<file path="src/rtl/fir_coeff_pkg.sv">
// Shared types for the FIR coefficient loader: coefficient words, tap banks and FSM states.
// Optional readback is enabled by defining FIR_COEFF_READBACK_EN.
package fir_coeff_pkg;

    localparam int NTAPS      = 4;
    localparam int COEFF_BITS = 18;

    typedef logic signed [COEFF_BITS-1:0] coeff_t;
    typedef coeff_t [NTAPS-1:0]            coeff_bank_t;

    typedef enum logic [1:0] {
        IDLE,
        ARMED,
        FLUSH
    } state_t;

endpackage

</file>
<file path="src/rtl/fir_coeff_loader_if.sv">
// Bus bundle between a coefficient source and fir_coeff_loader.
// Readback signals exist only when FIR_COEFF_READBACK_EN is defined.
interface fir_coeff_loader_if;
    import fir_coeff_pkg::*;

    logic       wr_i;
    logic [1:0] wr_addr_i;
    coeff_t     wr_data_i;
    logic       commit_i;
    logic       abort_i;
    logic       sync_i;
    coeff_t     coeff0_o;
    coeff_t     coeff1_o;
    coeff_t     coeff2_o;
    coeff_t     coeff3_o;
    logic       busy_o;
    logic       update_o;
    logic       flush_o;
    logic       wr_err_o;
`ifdef FIR_COEFF_READBACK_EN
    logic       rd_sel_i;
    logic [1:0] rd_addr_i;
    coeff_t     rd_data_o;

    modport master (
        output wr_i, wr_addr_i, wr_data_i, commit_i, abort_i, sync_i, rd_sel_i, rd_addr_i,
        input  coeff0_o, coeff1_o, coeff2_o, coeff3_o, busy_o, update_o, flush_o, wr_err_o,
               rd_data_o
    );

    modport slave (
        input  wr_i, wr_addr_i, wr_data_i, commit_i, abort_i, sync_i, rd_sel_i, rd_addr_i,
        output coeff0_o, coeff1_o, coeff2_o, coeff3_o, busy_o, update_o, flush_o, wr_err_o,
               rd_data_o
    );
`else
    modport master (
        output wr_i, wr_addr_i, wr_data_i, commit_i, abort_i, sync_i,
        input  coeff0_o, coeff1_o, coeff2_o, coeff3_o, busy_o, update_o, flush_o, wr_err_o
    );

    modport slave (
        input  wr_i, wr_addr_i, wr_data_i, commit_i, abort_i, sync_i,
        output coeff0_o, coeff1_o, coeff2_o, coeff3_o, busy_o, update_o, flush_o, wr_err_o
    );
`endif

endinterface

</file>
<file path="src/rtl/fir_coeff_loader.sv">
// Shadow/active coefficient loader for the four-tap pre-add FIR; applies on a frame strobe, then flags a flush window.
// Define FIR_COEFF_READBACK_EN to add a registered shadow/active readback port.
module fir_coeff_loader
    import fir_coeff_pkg::*;
#(
    parameter int FLUSH_CYCLES = 8
) (
    input  logic               clk_i,
    input  logic               rst_n_i,
    fir_coeff_loader_if.slave  bus
);

    localparam int CNT_W = (FLUSH_CYCLES > 2) ? $clog2(FLUSH_CYCLES) : 1;

    state_t           state_q;
    state_t           state_d;
    logic [CNT_W-1:0] cnt_q;
    logic [CNT_W-1:0] cnt_d;
    logic             apply;

    coeff_bank_t      shadow_q;
    coeff_bank_t      active_q;
    logic             busy_q;
    logic             update_q;
    logic             flush_q;
    logic             wr_err_q;

    // Abort wins over sync in ARMED; the counter holds the flush cycles still to come.
    always_comb begin
        state_d = state_q;
        cnt_d   = cnt_q;
        apply   = 1'b0;
        unique case (state_q)
            IDLE: begin
                if (bus.commit_i) state_d = ARMED;
            end
            ARMED: begin
                if (bus.abort_i) begin
                    state_d = IDLE;
                end else if (bus.sync_i) begin
                    apply = 1'b1;
                    if (FLUSH_CYCLES == 0) begin
                        state_d = IDLE;
                    end else begin
                        state_d = FLUSH;
                        cnt_d   = CNT_W'(FLUSH_CYCLES - 1);
                    end
                end
            end
            FLUSH: begin
                if (cnt_q == '0) state_d = IDLE;
                else             cnt_d   = cnt_q - CNT_W'(1);
            end
            default: state_d = IDLE;
        endcase
    end

    always_ff @(posedge clk_i) begin
        if (!rst_n_i) begin
            state_q  <= IDLE;
            cnt_q    <= '0;
            shadow_q <= '0;
            active_q <= '0;
            busy_q   <= 1'b0;
            update_q <= 1'b0;
            flush_q  <= 1'b0;
            wr_err_q <= 1'b0;
        end else begin
            state_q  <= state_d;
            cnt_q    <= cnt_d;
            busy_q   <= (state_d != IDLE);
            update_q <= apply;
            flush_q  <= (state_d == FLUSH);
            wr_err_q <= bus.wr_i && (state_q != IDLE);
            if (bus.wr_i && (state_q == IDLE)) shadow_q[bus.wr_addr_i] <= bus.wr_data_i;
            if (apply) active_q <= shadow_q;
        end
    end

`ifdef FIR_COEFF_READBACK_EN
    coeff_t rd_data_q;

    always_ff @(posedge clk_i) begin
        if (!rst_n_i)          rd_data_q <= '0;
        else if (bus.rd_sel_i) rd_data_q <= active_q[bus.rd_addr_i];
        else                   rd_data_q <= shadow_q[bus.rd_addr_i];
    end

    assign bus.rd_data_o = rd_data_q;
`endif

    assign bus.coeff0_o = active_q[0];
    assign bus.coeff1_o = active_q[1];
    assign bus.coeff2_o = active_q[2];
    assign bus.coeff3_o = active_q[3];
    assign bus.busy_o   = busy_q;
    assign bus.update_o = update_q;
    assign bus.flush_o  = flush_q;
    assign bus.wr_err_o = wr_err_q;

endmodule

</file>
<file path="src/flat_wrapper.sv">
// flat-port wrapper written by rule: the top's interface ports become plain ports
module fir_coeff_loader_flat import fir_coeff_pkg::*;
#(
    parameter int FLUSH_CYCLES = 8
)
  (clk_i, rst_n_i, bus_wr_i, bus_wr_addr_i, bus_wr_data_i, bus_commit_i, bus_abort_i, bus_sync_i, bus_coeff0_o, bus_coeff1_o, bus_coeff2_o, bus_coeff3_o, bus_busy_o, bus_update_o, bus_flush_o, bus_wr_err_o);
  fir_coeff_loader_if bus_i ();
  input  logic clk_i;
  input  logic rst_n_i;
  input wire logic [$bits(bus_i.wr_i)-1:0] bus_wr_i;
  input wire logic [$bits(bus_i.wr_addr_i)-1:0] bus_wr_addr_i;
  input wire logic [$bits(bus_i.wr_data_i)-1:0] bus_wr_data_i;
  input wire logic [$bits(bus_i.commit_i)-1:0] bus_commit_i;
  input wire logic [$bits(bus_i.abort_i)-1:0] bus_abort_i;
  input wire logic [$bits(bus_i.sync_i)-1:0] bus_sync_i;
  output wire logic [$bits(bus_i.coeff0_o)-1:0] bus_coeff0_o;
  output wire logic [$bits(bus_i.coeff1_o)-1:0] bus_coeff1_o;
  output wire logic [$bits(bus_i.coeff2_o)-1:0] bus_coeff2_o;
  output wire logic [$bits(bus_i.coeff3_o)-1:0] bus_coeff3_o;
  output wire logic [$bits(bus_i.busy_o)-1:0] bus_busy_o;
  output wire logic [$bits(bus_i.update_o)-1:0] bus_update_o;
  output wire logic [$bits(bus_i.flush_o)-1:0] bus_flush_o;
  output wire logic [$bits(bus_i.wr_err_o)-1:0] bus_wr_err_o;
  assign bus_i.wr_i = bus_wr_i;
  assign bus_i.wr_addr_i = bus_wr_addr_i;
  assign bus_i.wr_data_i = bus_wr_data_i;
  assign bus_i.commit_i = bus_commit_i;
  assign bus_i.abort_i = bus_abort_i;
  assign bus_i.sync_i = bus_sync_i;
  assign bus_coeff0_o = bus_i.coeff0_o;
  assign bus_coeff1_o = bus_i.coeff1_o;
  assign bus_coeff2_o = bus_i.coeff2_o;
  assign bus_coeff3_o = bus_i.coeff3_o;
  assign bus_busy_o = bus_i.busy_o;
  assign bus_update_o = bus_i.update_o;
  assign bus_flush_o = bus_i.flush_o;
  assign bus_wr_err_o = bus_i.wr_err_o;
  fir_coeff_loader #(.FLUSH_CYCLES(FLUSH_CYCLES)) u_core (.clk_i(clk_i), .rst_n_i(rst_n_i), .bus(bus_i));
endmodule
</file>
<file path="config.mk">
export PLATFORM = sky130hd
export DESIGN_NAME = fir_coeff_loader_flat
export DESIGN_NICKNAME = d
export VERILOG_FILES = /design/src/rtl/fir_coeff_pkg.sv /design/src/rtl/fir_coeff_loader_if.sv /design/src/rtl/fir_coeff_loader.sv /design/src/flat_wrapper.sv
export SDC_FILE = /design/constraint.sdc
export NUM_CORES = 1
export LEC_CHECK = 0
export BUFFER_PORTS_ARGS = -buffer_cell sky130_fd_sc_hd__clkbuf_2
export CAP_MARGIN = 0
export CORE_MARGIN = 2
export CORE_UTILIZATION = 55
export DETAILED_ROUTE_END_ITERATION = 10
export PLACE_DENSITY = 0.83
export SETUP_SLACK_MARGIN = 0.1
export SYNTH_ARGS = -nofsm -noshare
export SYNTH_HDL_FRONTEND = slang
export SYNTH_SLANG_ARGS = --single-unit
</file>
<file path="constraint.sdc">
create_clock -name clk_i -period 1.7 [get_ports clk_i]
set_clock_uncertainty 0.1 [all_clocks]
set_input_delay 0.085 -clock clk_i [delete_from_list [all_inputs] [get_ports clk_i]]
set_output_delay 0.085 -clock clk_i [all_outputs]
set_load 0.02 [all_outputs]
</file>
Word-level counts from Yosys, hierarchy flattened --
Cells that the tools add are included.
Operators by class: add/sub/neg operators 1, order comparisons 2, equality and inequality tests 6, multiplexer cells 15, reduce and logical (&&, ||, !) cells 9
Operators by type and width (count):
- $bwmux W72 | 1
- $demux W18 S2 | 1
- $mux W18 | 1
- $mux W3 | 3
- $mux W2 | 4
- $ne A2 B2 Y1 const B | 3
- $pmux W2 S3 | 1
- $pmux W3 S2 | 1
- $reduce_bool A2 Y1 | 3
- $eq A2 B2 Y1 const B | 2
- $reduce_and A4 Y1 | 1
- $logic_and A1 B1 Y1 | 3
- $logic_not A3 Y1 | 1
- $lt A2 B3 Y1 const B | 1
- $mux W1 | 3
- $sub A3 B1 Y3 const B | 1
- $eq A2 B1 Y1 const B | 1
- $ge A2 B1 Y1 const B | 1
- $logic_not A2 Y1 | 1
Storage, ports and cells: flip-flop bits (word level) 153, bits of input ports 26, output and inout bits 76

Logic depth before layout (Yosys ltp) --
word-level depth 5, depth in mapped cells 5, mapped depth without buffers 5

Worst setup path after synthesis --
No wires, ideal clock.
kind register to register, from reg u_core.state_q[0], to reg u_core.shadow_q[10] (netlist name), setup time 72 ps, arrival time 1291 ps, data required time 1528 ps, path slack 238 ps, stages on the path, launching flop included 6, path buffers 2, period minus slack after synthesis 1462 ps, cells stage by stage dfxtp_1 nor4b_2 and2b_1 buf_6 buf_6 mux2i_1
Between the ends: longest elaborated chain between the ends 2
Ends and longest elaborated chain:
- start: declaration | line fir_coeff_loader.sv:15 | state_t state_q;
- start signal: assignment | line fir_coeff_loader.sv:69 | state_q <= state_d;
- $logic_not A2 Y1 | line fir_coeff_loader.sv:75 | if (bus.wr_i && (state_q == IDLE)) shadow_q[bus.wr_addr_i] <= bus.wr_data_i;
- $logic_and A1 B1 Y1 | line fir_coeff_loader.sv:75
- end signal: indexed assignment | line fir_coeff_loader.sv:75
- end: declaration | line fir_coeff_loader.sv:21 | coeff_bank_t shadow_q;
Every way passes these cells. A chain may end at the register's enable or synchronous reset.

Worst setup path after layout --
from reg u_core.state_q[0], to reg u_core.shadow_q[1] (netlist name)
The elaborated chain is that of the path after synthesis.

==> summary.txt <==
Clocking
  • Clk root buf: clkbuf_8
  • CTS Sinks: 153
  • CTS Buf Count: 17
  • CTS clock-pin slew for the worst setup and hold paths: 0.06 ns
  • H-tree lvl count: 4
  • Worst skew pair latency: 0.53 ns
  • TritonCTS clock tree: done
  • Max Root-Sink Buffers: 2

GRT
  • Gr ovfl total: 0
  • Total global-route track usage: 0.278
  • Antenna violations before repair: 0
  • Largest net degree at the start of global routing: 53
  • Vias in the first global route: 4645
  • First-pass GRT wire length: 23500 um

Yosys
  • Distinct cells, synth: 29
  • Part of the Yosys area used for sequential elements: 0.561
  • Syn nets: 632
  • Mapped Cells: 604
  • Mean Syn Cell Area: 9.04 um^2
  • Synth Register Bits: 153
  • Synth Warn #: 0
  • Post-synth ARST share: 0
  • Ys flop type: dfxtp_1
  • Post-Syn Area: 0.00546 mm^2
  • EDFF count, synth: 0

Route
  • Residual DRC count: 0
  • Initial DRC count: 279
  • Vias: 4694
  • WL final: 14900 um
  • Drt via density: 5.42
  • First drt pass iteration count: 5
  • Antenna Nets Post-Route: 0
  • WL/cell: 17.2 um

Worst setup path
  • Worst reg2reg path depth: 4
  • Reg2Reg Setup Slack: 0.14 ns
  • Slowest cell delay on critical path: 0.38 ns
  • CP max-delay cell: dfxtp_2
  • Critical Path, Cell by Cell: nor4b_4 -> and2b_1 -> buf_12 -> mux2i_1
  • Crit end category: register
  • FF-to-FF Start: u_core.state_q[0]
  • Worst R2R End: u_core.shadow_q[1]
  • Kind of critical path: register to register
  • Crit path buf inv count: 1
  • CP Max Fanout: 18
  • Cell count along the critical path: 4
  • Critical path required time: 2.05 ns
  • CP startpoint: u_core.state_q[0]
  • Crit-path leading delay family: simple AND/OR/NAND/NOR gates
  • Critical Path Source Type: register
  • Critical Path AT: 1.90 ns

Timing
  • Fmax: 642 MHz
  • Setup TNS: 0 ns
  • Part of the cycle the worst path needs: 0.916
  • Unrepaired setup endpoints after global routing: true
  • Worst-Margin Slew: 0.476 ns
  • Min cycle time layout: 1.56 ns
  • Worst slew margin: 0.683
  • Final hold vios: 0
  • Finish-stage setup viols: 0
  • Max-slew violations: 0

Power
  • Switching share of total power: 0.228
  • Sw Pwr: 0.00177 W
  • Int Power: 0.00600 W
  • VDD IR max: 0.835 mV
  • Clock power share: 0.466
  • Leak: 2.93 nW
  • Seq pwr share: 0.477
  • Comb power frac: 0.057
  • Pwr per Cell Area: 1120 mW/mm^2

Placement
  • Port Buf Inserts: 101
  • Dpl hpwl: 8930 um
  • GP Congestion: 0.861

Floorplan
  • DIE HEIGHT: 104 um
  • # IOs: 102
  • Die W: 104 um
  • Initial Utilization: 0.561
  • Row count: 36
  • Core area: 0.00973 mm^2
  • Die ar.: 0.0107 mm^2

Hold path
  • Hold path startpoint: bus_sync_i
  • Hold EP: u_core.bus.update_o
  • Hold Path Class: input port to register
  • WHS Path Cells: 4

Outcome
  • Run status: complete, no violations

Final layout
  • Antenna cells: 0
  • Share of cells above drive strength 1: 0.209
  • Final core occ: 0.714
  • Syn-to-layout area delta: 27.1%
  • Nets@finish: 748

Flow run
  • Max cap viols: 0
[metrics by stage]
step                setup WS (ns)  total power (W)  instances  hold slack [ns]  area (um^2)
global route               0.0997          0.00796        866           0.0490         6940
global placement            0.252          0.00414        812            0.243         6130
detailed placement          0.117          0.00415        812            0.258         6130
floorplan                   0.238          0.00400        604            0.118         5460
finish                      0.143          0.00776        866           0.0206         6940
CTS                         0.106          0.00774        866          0.00504         6920
[cell type report]
| type | count | area (um^2) |
|---|---|---|
| clock inverter | 10 | 119 |
| fill | 693 | 2790 |
| timing repair buffer | 138 | 917 |
| multi-input combinational | 407 | 2210 |
| sequential | 153 | 3060 |
| inverter | 3 | 11.3 |
| tap | 133 | 166 |
| clock buffer | 22 | 453 |
[worst min-delay path: cells and delay by family]
family	cells	cell delay (ns)
AND/OR/NAND/NOR	2	0.18
buffers and inverters	2	0.33
[repair_timing]
action / CTS / global route
gates resized for setup: 0 / 5
hold buffers: 22 / 0
setup buffers: 0 / 0
hold endpoints to repair: 75 / 0
setup endpoints to repair: 0 / 55
[synthesized netlist by cell type (2+ instances only)]
master    number  area share
clkbuf_1      21       0.014
ha_1           2      0.0046
a311oi_1       2      0.0032
buf_4          3      0.0041
buf_6          4      0.0082
nand2_1      234        0.16
buf_1          3      0.0021
inv_1          2      0.0014
dfxtp_1      153        0.56
nand2b_1       2      0.0023
and3b_1        2      0.0032
a21oi_1       74       0.068
nor2_1         5      0.0034
buf_2         10      0.0092
mux2i_1       73        0.13
[power groups by stage]
stage	Clock, W	Combinational, W	Sequential (W)
floorplan	0	0.000232	0.00377
global placement	0	0.000368	0.00377
detailed placement	0	0.000382	0.00377
CTS	0.00361	0.000427	0.00370
global route	0.00379	0.000469	0.00370
finish	0.00362	0.000443	0.00370
[cells by family (layout without fill, tap and decap cells)]
| group | after synthesis | in the layout | share of synthesized area |
|---|---|---|---|
| and+or+nand+nor | 252 | 252 | 0.184 |
| muxes | 73 | 73 | 0.134 |
| adders and majority gates | 2 | 2 | 0.00458 |
| DFF | 153 | 153 | 0.561 |
| buffers and inverters | 44 | 173 | 0.0401 |
| AOI/OAI and AO/OA | 80 | 80 | 0.0770 |
[layer usage]
layer / track usage / vias to the layer above / part of all wire
met2: 0.473 / 200 / 0.50
met3: 0.0673 / 52 / 0.057
li1: - / 2208 / -
met5: 0 / - / 0
met4: 0.142 / 0 / 0.042
met1: 0.328 / 2234 / 0.40
[flip-flops by register name, indices dropped and copies added (netlist names)]
name,flops
u_core.bus.coeff1_o,18
u_core.cnt_q,3
u_core.bus.wr_err_o,1
u_core.bus.busy_o,1
u_core.bus.coeff3_o,18
u_core.shadow_q,72
u_core.bus.coeff0_o,18
u_core.state_q,2
u_core.bus.flush_o,1
u_core.bus.update_o,1
u_core.bus.coeff2_o,18
[worst max-delay path by stage]
stage / slack, ns / to
after global placement: 0.25 / u_core.shadow_q[9]
after CTS: 0.11 / u_core.shadow_q[7]
final: 0.14 / u_core.shadow_q[1]
after detailed placement: 0.12 / u_core.shadow_q[7]
after floorplan: 0.24 / u_core.shadow_q[10]
after global routing: 0.1 / u_core.shadow_q[38]
[cell usage in the layout, fill, tap and decap left out, types with 2 or more instances in the layout]
| cell type | instances |
|---|---|
| a311oi_1 | 2 |
| buf_4 | 8 |
| clkinv_4 | 2 |
| clkbuf_2 | 101 |
| dfxtp_1 | 152 |
| nand2b_1 | 2 |
| clkinv_2 | 2 |
| buf_12 | 6 |
| nand2_1 | 234 |
| clkbuf_16 | 16 |
| clkinvlp_4 | 3 |
| nor2_1 | 5 |
| bufinv_16 | 2 |
| inv_1 | 2 |
| clkbuf_1 | 3 |
| ha_1 | 2 |
| dlygate4sd3_1 | 22 |
| a21oi_1 | 73 |
| mux2i_1 | 73 |
| and3b_1 | 2 |
| clkbuf_8 | 3 |
Note: power is estimated with default switching activity, not from simulation.
